<file path="src/rtl/ahb_bus_arbiter.sv">
// Round-robin AHB bus arbiter: hands the bus over only at transfer boundaries,
// supports locked sequences and a beat quota against burst starvation.
module ahb_bus_arbiter #(
  parameter int NumMgr     = 4,
  parameter int DefaultMgr = 0,
  parameter int MaxBeats   = 8
) (
  input  logic                      clk,
  input  logic                      reset,
  input  logic [NumMgr-1:0]         busReq,
  input  logic [NumMgr-1:0]         lockReq,
  input  logic [1:0]                trans,
  input  logic                      ready,
  output logic [NumMgr-1:0]         grant,
  output logic [$clog2(NumMgr)-1:0] owner,
  output logic [$clog2(NumMgr)-1:0] dataOwner,
  output logic                      mastLock,
  output logic                      parked
);

  localparam int OwW = $clog2(NumMgr);
  localparam logic [1:0] TrIdle   = 2'd0;
  localparam logic [1:0] TrNonseq = 2'd2;
  localparam logic [1:0] TrSeq    = 2'd3;
  localparam logic [OwW-1:0]    DefIdx   = OwW'(DefaultMgr);
  localparam logic [NumMgr-1:0] DefGrant = {{(NumMgr-1){1'b0}}, 1'b1} << DefaultMgr;
  localparam logic [7:0]        MaxCnt   = 8'(MaxBeats);

  typedef enum logic [1:0] {
    ST_PARK  = 2'd0,
    ST_GRANT = 2'd1,
    ST_LOCK  = 2'd2
  } state_t;

  state_t              r_state;
  logic [NumMgr-1:0]   r_grant;
  logic [OwW-1:0]      r_owner;
  logic [OwW-1:0]      r_data_owner;
  logic [OwW-1:0]      r_rr_ptr;
  logic [7:0]          r_beat_cnt;
  logic                r_lock;
  logic                r_parked;

  logic                w_quota_hit;
  logic                w_other_req;
  logic                w_open;
  logic                w_switch;
  logic                w_found;
  logic [OwW-1:0]      w_sel;

  // Scan from ptr+1 with wrap-around so the current holder is considered last.
  function automatic logic [OwW:0] rr_pick(input logic [NumMgr-1:0] req,
                                           input logic [OwW-1:0]    ptr);
    logic [OwW:0]   res;
    logic [OwW-1:0] idx;
    res = {1'b0, DefIdx};
    for (int i = 1; i <= NumMgr; i++) begin
      idx = OwW'((int'(ptr) + i) % NumMgr);
      if (!res[OwW] && req[idx]) begin
        res = {1'b1, idx};
      end
    end
    return res;
  endfunction

  function automatic logic [NumMgr-1:0] one_hot(input logic [OwW-1:0] idx);
    logic [NumMgr-1:0] v;
    v      = {NumMgr{1'b0}};
    v[idx] = 1'b1;
    return v;
  endfunction

  // Handover window and round-robin candidate for this cycle.
  always_comb begin
    w_quota_hit = (r_beat_cnt == MaxCnt);
    w_other_req = |(busReq & ~r_grant);
    w_open      = (trans == TrIdle) |
                  ((trans == TrNonseq) & (~busReq[r_owner] | (w_quota_hit & w_other_req)));
    if (r_state == ST_LOCK) begin
      w_switch = ready & (trans == TrIdle) & ~lockReq[r_owner];
    end else begin
      w_switch = ready & w_open;
    end
    {w_found, w_sel} = rr_pick(busReq, r_rr_ptr);
  end

  // Ownership FSM; a low ready freezes every register.
  always_ff @(posedge clk or posedge reset) begin
    if (reset) begin
      r_state      <= ST_PARK;
      r_grant      <= DefGrant;
      r_owner      <= DefIdx;
      r_data_owner <= DefIdx;
      r_rr_ptr     <= DefIdx;
      r_beat_cnt   <= 8'd0;
      r_lock       <= 1'b0;
      r_parked     <= 1'b1;
    end else if (ready) begin
      r_data_owner <= r_owner;
      if (w_switch && (w_sel != r_owner)) begin
        r_beat_cnt <= 8'd0;
      end else if (((trans == TrNonseq) || (trans == TrSeq)) && !w_quota_hit) begin
        r_beat_cnt <= r_beat_cnt + 8'd1;
      end
      if (w_switch) begin
        r_owner  <= w_sel;
        r_grant  <= one_hot(w_sel);
        r_rr_ptr <= w_sel;
        r_parked <= ~w_found;
        r_lock   <= w_found & lockReq[w_sel];
        if (!w_found) begin
          r_state <= ST_PARK;
        end else if (lockReq[w_sel]) begin
          r_state <= ST_LOCK;
        end else begin
          r_state <= ST_GRANT;
        end
      end
    end
  end

  assign grant     = r_grant;
  assign owner     = r_owner;
  assign dataOwner = r_data_owner;
  assign mastLock  = r_lock;
  assign parked    = r_parked;

endmodule


</file>
<file path="config.mk">
export PLATFORM = sky130hd
export DESIGN_NAME = ahb_bus_arbiter
export DESIGN_NICKNAME = d
export VERILOG_FILES = /design/src/rtl/ahb_bus_arbiter.sv
export SDC_FILE = /design/constraint.sdc
export NUM_CORES = 1
export LEC_CHECK = 0
export CORE_ASPECT_RATIO = 0.5
export CORE_MARGIN = 4
export CORE_UTILIZATION = 44
export DETAILED_ROUTE_END_ITERATION = 7
export PLACE_DENSITY = 0.69
export SETUP_SLACK_MARGIN = 0.4
export SLEW_MARGIN = 5
export SYNTH_ARGS = -nofsm -noshare
export SYNTH_HDL_FRONTEND = slang
export SYNTH_SLANG_ARGS = --single-unit
</file>
<file path="constraint.sdc">
create_clock -name clk -period 2.25 [get_ports clk]
set_input_delay 0.5625 -clock clk [delete_from_list [all_inputs] [get_ports clk]]
set_output_delay 0.5625 -clock clk [all_outputs]
set_load 0.02 [all_outputs]
</file>
# Word level (Yosys, flattened, before mapping)
# Cells that the tools add are included.
# Widths: inputs -> output; s select.
[totals] elab_cells=78 inputBits=13 latchBits=0 ramBits=0 regBits=20 mem_count=0 rom_bits=0 output_inout_bits=10
[op_classes] n_eq_ne=5 reduce_logical=16 mux=25 n_div=0 n_bitwise=13 add_sub_neg=5 shifts=0 order_cmp=7 multipliers=0
[op_table] cell="$lt 2x3->1 const B" n=6
[op_table] cell="$mux 8" n=2
[op_table] cell="$bmux 1 s2" n=7
[op_table] cell="$mux 3" n=4
[op_table] cell="$mux 1" n=9
[op_table] cell="$add 8x1->8 const B" n=1
[op_table] cell="$eq 8x4->1 const B" n=1
[op_table] cell="$and 1x1->1" n=6
[op_table] cell="$eq 2x2->1 const B" n=3
[op_table] cell="$logic_and 1x1->1" n=6
[op_table] cell="$add 2x1->2 const B" n=2
[op_table] cell="$add 2x2->2 const B" n=2
[op_table] cell="$and 4x4->4" n=1
[op_table] cell="$logic_not 1->1" n=4
[op_table] cell="$mux 2" n=2
[op_table] cell="$not 4->4" n=1
[op_table] cell="$reduce_and 2->1" n=2
[op_table] cell="$reduce_or 4->1" n=1
[op_table] cell="$not 1->1" n=3
[op_table] cell="$demux 1 s2" n=1
[op_table] cell="$ge 2x1->1 const B" n=1
[op_table] cell="$logic_not 2->1" n=1
[op_table] cell="$ne 2x2->1" n=1
[op_table] cell="$or 1x1->1" n=2
[op_table] cell="2 further kinds" n=2

# Longest topological paths before layout
# Gate-level depths: netlist of run 1.
[logic_depth] depth_word=17 depth_mapped=9 ltp_nobuf=7

# Worst setup path after synthesis of run 1
# Ideal clock, no wire load.
[synth_path] path_type="reg2reg" start="reg r_owner[0] (netlist: owner[0])" end="reg r_owner[0] (netlist: owner[0])" path_buffers=1 required_time_ps=2115 period_less_slack_ps=2093 stages_incl_launch_ff=8 arrival_time_ps=1958 setup_slack_ps=157 path_cell_list="dfrtp_1 -> mux4_2 -> o21ai_1 -> nand3b_1 -> nand2b_1 -> buf_2 -> o41ai_2 -> o31ai_1"
[synth_between] elab_chain_len=13
[synth_lines] item="start, declared" line_no="37" text="logic [OwW-1:0] r_owner;"
[synth_lines] item="start signal, assigned" line_no="92" text="r_owner <= DefIdx;"
[synth_lines] item="start signal, assigned" line_no="106" text="r_owner <= w_sel;"
[synth_lines] item="$add 2x1->2"
[synth_lines] item="$bmux 1 s2"
[synth_lines] item="$mux 1"
[synth_lines] item="$mux 3"
[synth_lines] item="$logic_not 1->1"
[synth_lines] item="$logic_and 1x1->1"
[synth_lines] item="$mux 3"
[synth_lines] item="$logic_not 1->1"
[synth_lines] item="$logic_and 1x1->1"
[synth_lines] item="$mux 3"
[synth_lines] item="$logic_not 1->1"
[synth_lines] item="$logic_and 1x1->1"
[synth_lines] item="$mux 3"
# Parallel ways exist; a longest one is shown, timed or not. The select of a mux whose other input is x is not followed.
# A chain may end at the register's enable or synchronous reset.

# Worst setup path in the final report of run 1
[layout_path] start="reg r_owner[0] (netlist: owner[0])" end="reg r_owner[1] (netlist: owner[1])"
# The elaborated chain is that of the path after synthesis.

==> metrics.md, run 1 <==
| Metric | Value |
|---|---|
| PortBufs | `22` |
| Initial antenna violation count | `0` |
| Antenna cells | `0` |
| VDD IR-drop max | `0.595 mV` |
| DP Worst Slack | `-308 ps` |
| DP Area | `1710 µm²` |
| Worst Setup Start Kind | `flop` |
| Synth warn | `0` |
| Die Footprint | `3840 µm²` |
| Via count | `1333` |
| Final hold vios | `0` |
| Worst path cell trace | `buf_6 -> mux4_2 -> inv_2 -> a311o_1 -> nand2b_4 -> buf_6 -> mux2_4` |
| MaxCap Viol Count | `0` |
| RSZ-0062 raised after global routing | `yes` |
| Critical-path maximum fanout | `6` |
| CP endpoint kind | `flop` |
| Global Route Usage Sum | `21.0%` |
| Status | `complete, no violations` |
| Fmax | `498 MHz` |
| PnR Total Power | `2.15 mW` |
| 1st-pass router iterations | `4` |
| Final Util | `75.2%` |
| Top Ports | `23` |
| Clk sinks | `19` |
| Met3 usage | `5.05%` |
| Critical path class | `reg2reg` |
| TritonCTS buffer count | `3` |
| RD Place Congestion | `0.832` |
| Largest stage delay, worst path | `440 ps` |
| Distinct cells, synth | `41` |
| Adder-cell area share of the yosys netlist | `1.98%` |
| WL final | `3940 µm` |
| Crit-path leading delay family | `multiplexers` |
| Clock tree from TritonCTS | `done` |
| Mux cell area share after synthesis | `9.61%` |
| Synth Area in Compound Gates | `18.7%` |
| Setup TNS | `0 ps` |
| Worst path slowest cell | `dfrtp_2` |
| Layout Skew | `2.17 ps` |
| Largest net degree at the start of global routing | `13` |
| CTS Hold Bufs | `0` |
| Core area | `2670 µm²` |
| DR iter-0 viols | `44` |
| Mean Syn Cell Area | `9.02 µm²` |
| Worst Tran Pin Value | `544 ps` |
| Simple-gate portion of the synthesized area | `20.8%` |
| DRT antenna net count | `0` |
| CP Data Required Time | `2400 ps` |
| Final setup fails | `0` |
| CP bufs+invs | `3` |
| Initial core utilization | `47.3%` |
| Nets | `216` |
| Wirelength per Cell | `16.6 µm` |
| Sequential fraction of the synthesis area | `37.9%` |
| Cells after Synth | `140` |
| Finished Cell Area | `2010 µm²` |
| PnR worst setup slack | `240 ps` |
| Die height | `45.9 µm` |
| Yosys reg bits | `19` |
| Fill cell count | `180` |
| Layout cells sized above 1 | `47.0%` |
| Vias in the first global route | `1296` |
| Syn Nets | `155` |
| Tcrit/Tclk final | `89.3%` |
| Via density | `5.62` |
| Cell Count, Final, Fillers Out | `237` |
| Detailed Place HPWL | `2350 µm` |
| Min cycle time layout | `2010 ps` |
| Hold Slack | `515 ps` |
| Power Density | `1070 nW/µm²` |
| Synth-to-Final Area Change | `59.0%` |
| Area share of xor/xnor cells in the synthesized design | `4.16%` |
| First-pass GRT wire length | `6170 µm` |
| Main combinational cell family by area after synthesis | `simple AND/OR/NAND/NOR gates` |
| Worst path most repeated cell | `buf_6` |
| Worst-path clk slew | `80 ps` |
| Max Root-Sink Buffers | `2` |
| Max-slew violation count | `0` |
| Row cnt | `13` |
| Clk_lat worst skew | `260 ps` |
| Leakage | `0.942 nW` |
| Synth async-reset ratio | `100%` |
| Max_slew headroom | `63.4%` |
| GR Layer Usage met2 | `38.5%` |
| Met1 Resource Use GR | `24.7%` |
| Root buf cell | `clkbuf_8` |
| Die Wd | `83.8 µm` |
| H-tree Lvls | `1` |
| Grt ovf | `0` |
| Cell area after synthesis | `1260 µm²` |
| Worst Hold Class | `reg2reg` |
| Top Usage Layer GRT | `met2` |
| Worst EP arrival | `2160 ps` |
| Main flop type after synthesis | `dfrtp_1` |
| Placed insts | `216` |
| Residual DRC | `0` |
| EDFF count, synth | `0` |
## final timing paths
| check | start | endpoint | slack, ps | cells after the start |
|---|---|---|---|---|
| hold / removal | dataOwner[1] | dataOwner[1] | 510 | 1 |
| max in group asynchronous | reset | r_beat_cnt[2] | 1220 | 3 |
| min in group asynchronous | reset | grant[1] | 550 | 2 |
| hold reg to reg | dataOwner[1] | dataOwner[1] | 510 | 1 |
| setup reg to reg | owner[0] | owner[1] | 240 | 7 |
| setup / recovery | owner[0] | owner[1] | 240 | 7 |
## cells in the final DEF, fill, tap and decap left out, types with 4 or more instances in the layout
master,instances
a21oi_1,7
buf_2,4
buf_4,36
buf_6,6
clkdlybuf4s50_1,7
dfrtp_1,15
dlygate4sd2_1,5
inv_1,6
nand2_1,4
nand2_2,4
nor2_1,17
o21ai_2,4
xor2_1,4
## area by class of cell
type / count / area, µm² / share of cell area, %
Sequential cell: 19 / 480 / 23.9
Tap cell: 37 / 46.3 / 2.31
Multi-Input combinational cell: 102 / 837 / 41.7
Timing Repair Buffer: 66 / 563 / 28.1
Inverter: 9 / 33.8 / 1.68
Clock buffer: 3 / 41.3 / 2.06
Clock inverter: 1 / 5.00 / 0.249
## state kept, by name, summed over array words and instances, names as in the netlist
signal and cells:
grant 4, owner 2, parked 1, r_state 2, r_beat_cnt 8, dataOwner 2
## worst register-to-register path: cells and delay by family (launching register included)
family	cells	cell delay, ps
AOI/OAI and AO/OA	1	320
buffers and inverters	3	320
DFF	1	440
muxes	2	650
and+or+nand+nor	1	160
## power breakdown
part	switching [mW]	leakage [nW]	internal [mW]	total (mW)
registers	0.121	0.240	0.468	0.589
logic	0.632	0.676	0.678	1.31
clock network	0.126	0.0255	0.124	0.250
total	0.879	0.942	1.27	2.15
## cells in the mapped netlist, types with 2 or more instances
master	count	share of area (%)
ha_1	2	2.0
mux4_2	2	3.6
o32ai_1	2	1.4
o21ai_1	2	0.79
nand2_1	9	2.7
mux2_2	5	4.5
nor4_1	2	0.99
clkbuf_1	3	0.89
a22o_1	2	1.4
nand2b_1	4	2.0
o21ai_0	6	2.4
xor2_1	4	2.8
nand4_1	2	0.99
nand3_1	3	1.2
nand3b_1	2	1.2
a221oi_1	3	2.1
mux2i_1	2	1.6
inv_1	9	2.7
dfrtp_1	17	34
xnor2_1	2	1.4
a21oi_1	7	2.8
buf_2	6	2.4
o31ai_1	2	1.2
nor2b_1	2	0.99
nor2_1	20	5.9
dfstp_2	2	4.2
nor3b_1	3	1.8
o41ai_1	2	1.4
## logic make-up (layout without fill, tap and decap cells)
group                      after synthesis  after routing
adders and majority gates                2              2
buffers and inverters                   19             79
xor gates and xnor gates                 6              6
AOI/OAI and AO/OA                       33             33
and+or+nand+nor                         52             52
DFF                                     19             19
muxes                                    9              9
## routing by layer
metal  vias up  part of all wire (%)
met1       650                    42
li1        625                     -
met5         -                     0
met3         6                   5.8
met4         0                   1.2
met2        52                    51
## repair_timing
item                                    in CTS  in global routing
hold endpoints to repair                     0                  0
setup buffers                               15                  2
gates cloned                                 0                  0
gates resized for setup                     48                 25
endpoints found under the setup margin      21                 19
pin swaps                                    9                  6
Power figures use the tool's default switching activity.
==> inputs of run 2 (changes only) <==
CELL_PAD_IN_SITES_DETAIL_PLACEMENT = 0   (was unset)
CELL_PAD_IN_SITES_GLOBAL_PLACEMENT = 1   (was unset)
CORE_UTILIZATION = 39   (was 44)
PLACE_DENSITY = unset   (was 0.69)
PLACE_DENSITY_LB_ADDON = 0.1   (was unset)
==> run 2 against run 1 <==
Net effect: sequential cell count unchanged; power decreased by 5.4%; non-clock buffer count decreased by 7; global-route usage fell by 3.4 points; count of clock-buffer cells in the layout stayed put; final cell count decreased by 1.7%; die area up 11%; combinational power fell by 7%; critical path depth grew 1; core utilization decreased by 11 points; setup slack better by 21 ps; routed wire length is 12% lower; largest cell class unchanged.
==> metrics.md, run 2 (same netlist as run 1, synthesis figures left out) <==
| Metric | Value |
|---|---|
| Status | `complete, no violations` |
| VDD IR-drop max | `0.587 mV (-1.4%)` |
| Root buf cell | `clkbuf_8` |
| PortBufs | `22 (unchanged)` |
| Largest net degree at the start of global routing | `15 (+2)` |
| Antenna cells | `0 (unchanged)` |
| Leading cell types in the layout, fill and taps excluded | `30 x buf_4, 16 x nor2_1, 16 x dfrtp_1` |
| Number of flip-flops in the largest register | `8 (unchanged)` |
| Fill cell count | `270 (+50%)` |
| Most common cell after layout, fill and taps aside | `buf_4` |
| Hold Slack | `473 ps (-41.6 ps)` |
| Min cycle time layout | `1990 ps (-20.7 ps)` |
| Core area | `3050 µm² (+14%)` |
| Leakage | `0.908 nW (-3.6%)` |
| Initial core utilization | `41.4% (-5.9 points)` |
| Layout cells sized above 1 | `38.3% (-8.7 points)` |
| CP Data Required Time | `2440 ps (+40 ps)` |
| Largest stage delay, worst path | `420 ps (-20 ps)` |
| TritonCTS buffer count | `3 (unchanged)` |
| Wirelength per Cell | `14.9 µm (-10%)` |
| Critical-path maximum fanout | `8 (+2)` |
| Nets | `209 (-3.2%)` |
| First-pass GRT wire length | `5690 µm (-7.7%)` |
| Fmax | `503 MHz (+1.0%)` |
| Worst path slowest cell | `a311o_1` |
| Die Wd | `88.5 µm (+5.6%)` |
| Finished Cell Area | `1960 µm² (-2.1%)` |
| Clock tree from TritonCTS | `done` |
| Max-slew violation count | `0 (unchanged)` |
| Reg with most FFs | `r_beat_cnt` |
| RSZ-0062 raised after global routing | `yes` |
| RD Place Congestion | `0.842 (+1.1%)` |
| Via density | `5.29 (-6.0%)` |
| H-tree Lvls | `1 (unchanged)` |
| Final hold vios | `0 (unchanged)` |
| Global Route Usage Sum | `17.5% (-3.4 points)` |
| Detailed Place HPWL | `2460 µm (+4.4%)` |
| Setup TNS | `0 ps (unchanged)` |
| Residual DRC | `0 (unchanged)` |
| Worst path cell trace | `clkdlybuf4s15_1 -> buf_6 -> nand2b_1 -> o2111ai_2 -> a311o_1 -> nand2b_4 -> buf_4 -> mux2_4` |
| Via count | `1232 (-7.6%)` |
| Die Footprint | `4270 µm² (+11%)` |
| Register area | `479 µm² (-0.26%)` |
| Row cnt | `14 (+1)` |
| Die height | `48.2 µm (+5.1%)` |
| Max Root-Sink Buffers | `2 (unchanged)` |
| Final setup fails | `0 (unchanged)` |
| WL final | `3470 µm (-12%)` |
| Worst EP arrival | `2180 ps (+20 ps)` |
| Worst Hold Class | `reg2reg` |
| Multi-input gate area | `832 µm² (-0.60%)` |
| Clk_lat worst skew | `260 ps (about the same)` |
| DR iter-0 viols | `17 (-61%)` |
| Layout Skew | `4.98 ps (+2.81 ps)` |
| MaxCap Viol Count | `0 (unchanged)` |
| Power Density | `1040 nW/µm² (-3.3%)` |
| Worst-path clk slew | `70 ps (about the same)` |
| Top Ports | `23 (unchanged)` |
| Vias in the first global route | `1203 (-7.2%)` |
| DRT antenna net count | `0 (unchanged)` |
| Synth-to-Final Area Change | `55.6%` |
| DP Area | `1720 µm² (+0.66%)` |
| 1st-pass router iterations | `4 (unchanged)` |
| CP endpoint kind | `flop` |
| Worst Setup Start Kind | `input pin` |
| Initial antenna violation count | `0 (unchanged)` |
| Grt ovf | `0 (unchanged)` |
| Tcrit/Tclk final | `88.4% (-0.92 points)` |
| Worst Tran Pin Value | `519 ps (-24.9 ps)` |
| Critical path class | `in2reg` |
| Clk sinks | `19 (unchanged)` |
| Max_slew headroom | `65.1% (+1.7 points)` |
[run 2: changes by cell type in the layout (fill, tap and decap cells not counted), moves of 2 or more]
cell | before | now
o21ai_1 | 1 | 4
clkbuf_2 | 3 | 0
inv_2 | 3 | 0
buf_4 | 36 | 30
a221oi_2 | 3 | 1
nand2_1 | 4 | 8
inv_1 | 6 | 8
a221oi_4 | 0 | 2
nand2_2 | 4 | 1
o21ai_2 | 4 | 1
clkdlybuf4s15_1 | 0 | 3
[run 2: worst max-delay path: cells and delay by family]
kind	cells	cell delay (ps)
compound gates	2	550
buf+inv	3	530
mux	1	280
simple gates	2	250
[run 2: path summary, 6_finish.rpt]
kind	cells after the start	start	endpoint	slack (ps)
max in group asynchronous	3	reset	parked	1180
min in group asynchronous	2	reset	grant[3]	520
worst max-delay path	8	busReq[3]	parked	260
worst min register to register	2	grant[0]	grant[0]	470
worst min-delay path	2	grant[0]	grant[0]	470
worst max register to register	7	owner[0]	r_beat_cnt[5]	270
[run 2: per-stage QoR]
stage	total power, mW	cells	util (%)	setup WS [ps]
after floorplan	1.16	140	-	226
after global placement	1.58	220	56.4	-310
after detailed placement	1.58	220	56.4	-338
after CTS	1.95	231	61.7	225
after global routing	2.18	233	64.4	190
final	2.03	233	64.4	261
[run 2: layout make-up]
class / count / area share, %
multi-input cells: 102 / 42.4
repair buffers: 59 / 26.4
flip-flops and latches: 19 / 24.4
well taps: 40 / 2.55
clock buffers: 3 / 2.10
inverters: 9 / 1.97
clock inverters: 1 / 0.255
[run 2: routing by layer]
| metal | wire (µm) | track usage (%) |
|---|---|---|
| met4 | 29 | 3.61 |
| met5 | 0 | 0 |
| met2 | 1750 | 31.9 |
| met3 | 90 | 3.04 |
| met1 | 1590 | 22.7 |
[run 2: timing repair]
item                       4_1_cts  5_1_grt
setup endpoints to repair       21       19
buffers inserted                 7        2
pin swaps                        8        9
hold buffers                     0        0
gates resized for setup         44       15
[run 2: power breakdown]
part / leakage (nW) / switching (mW) / internal, mW
clock: 0.0255 / 0.115 / 0.123
sequential: 0.241 / 0.107 / 0.467
combinational: 0.642 / 0.587 / 0.635
total: 0.908 / 0.809 / 1.22
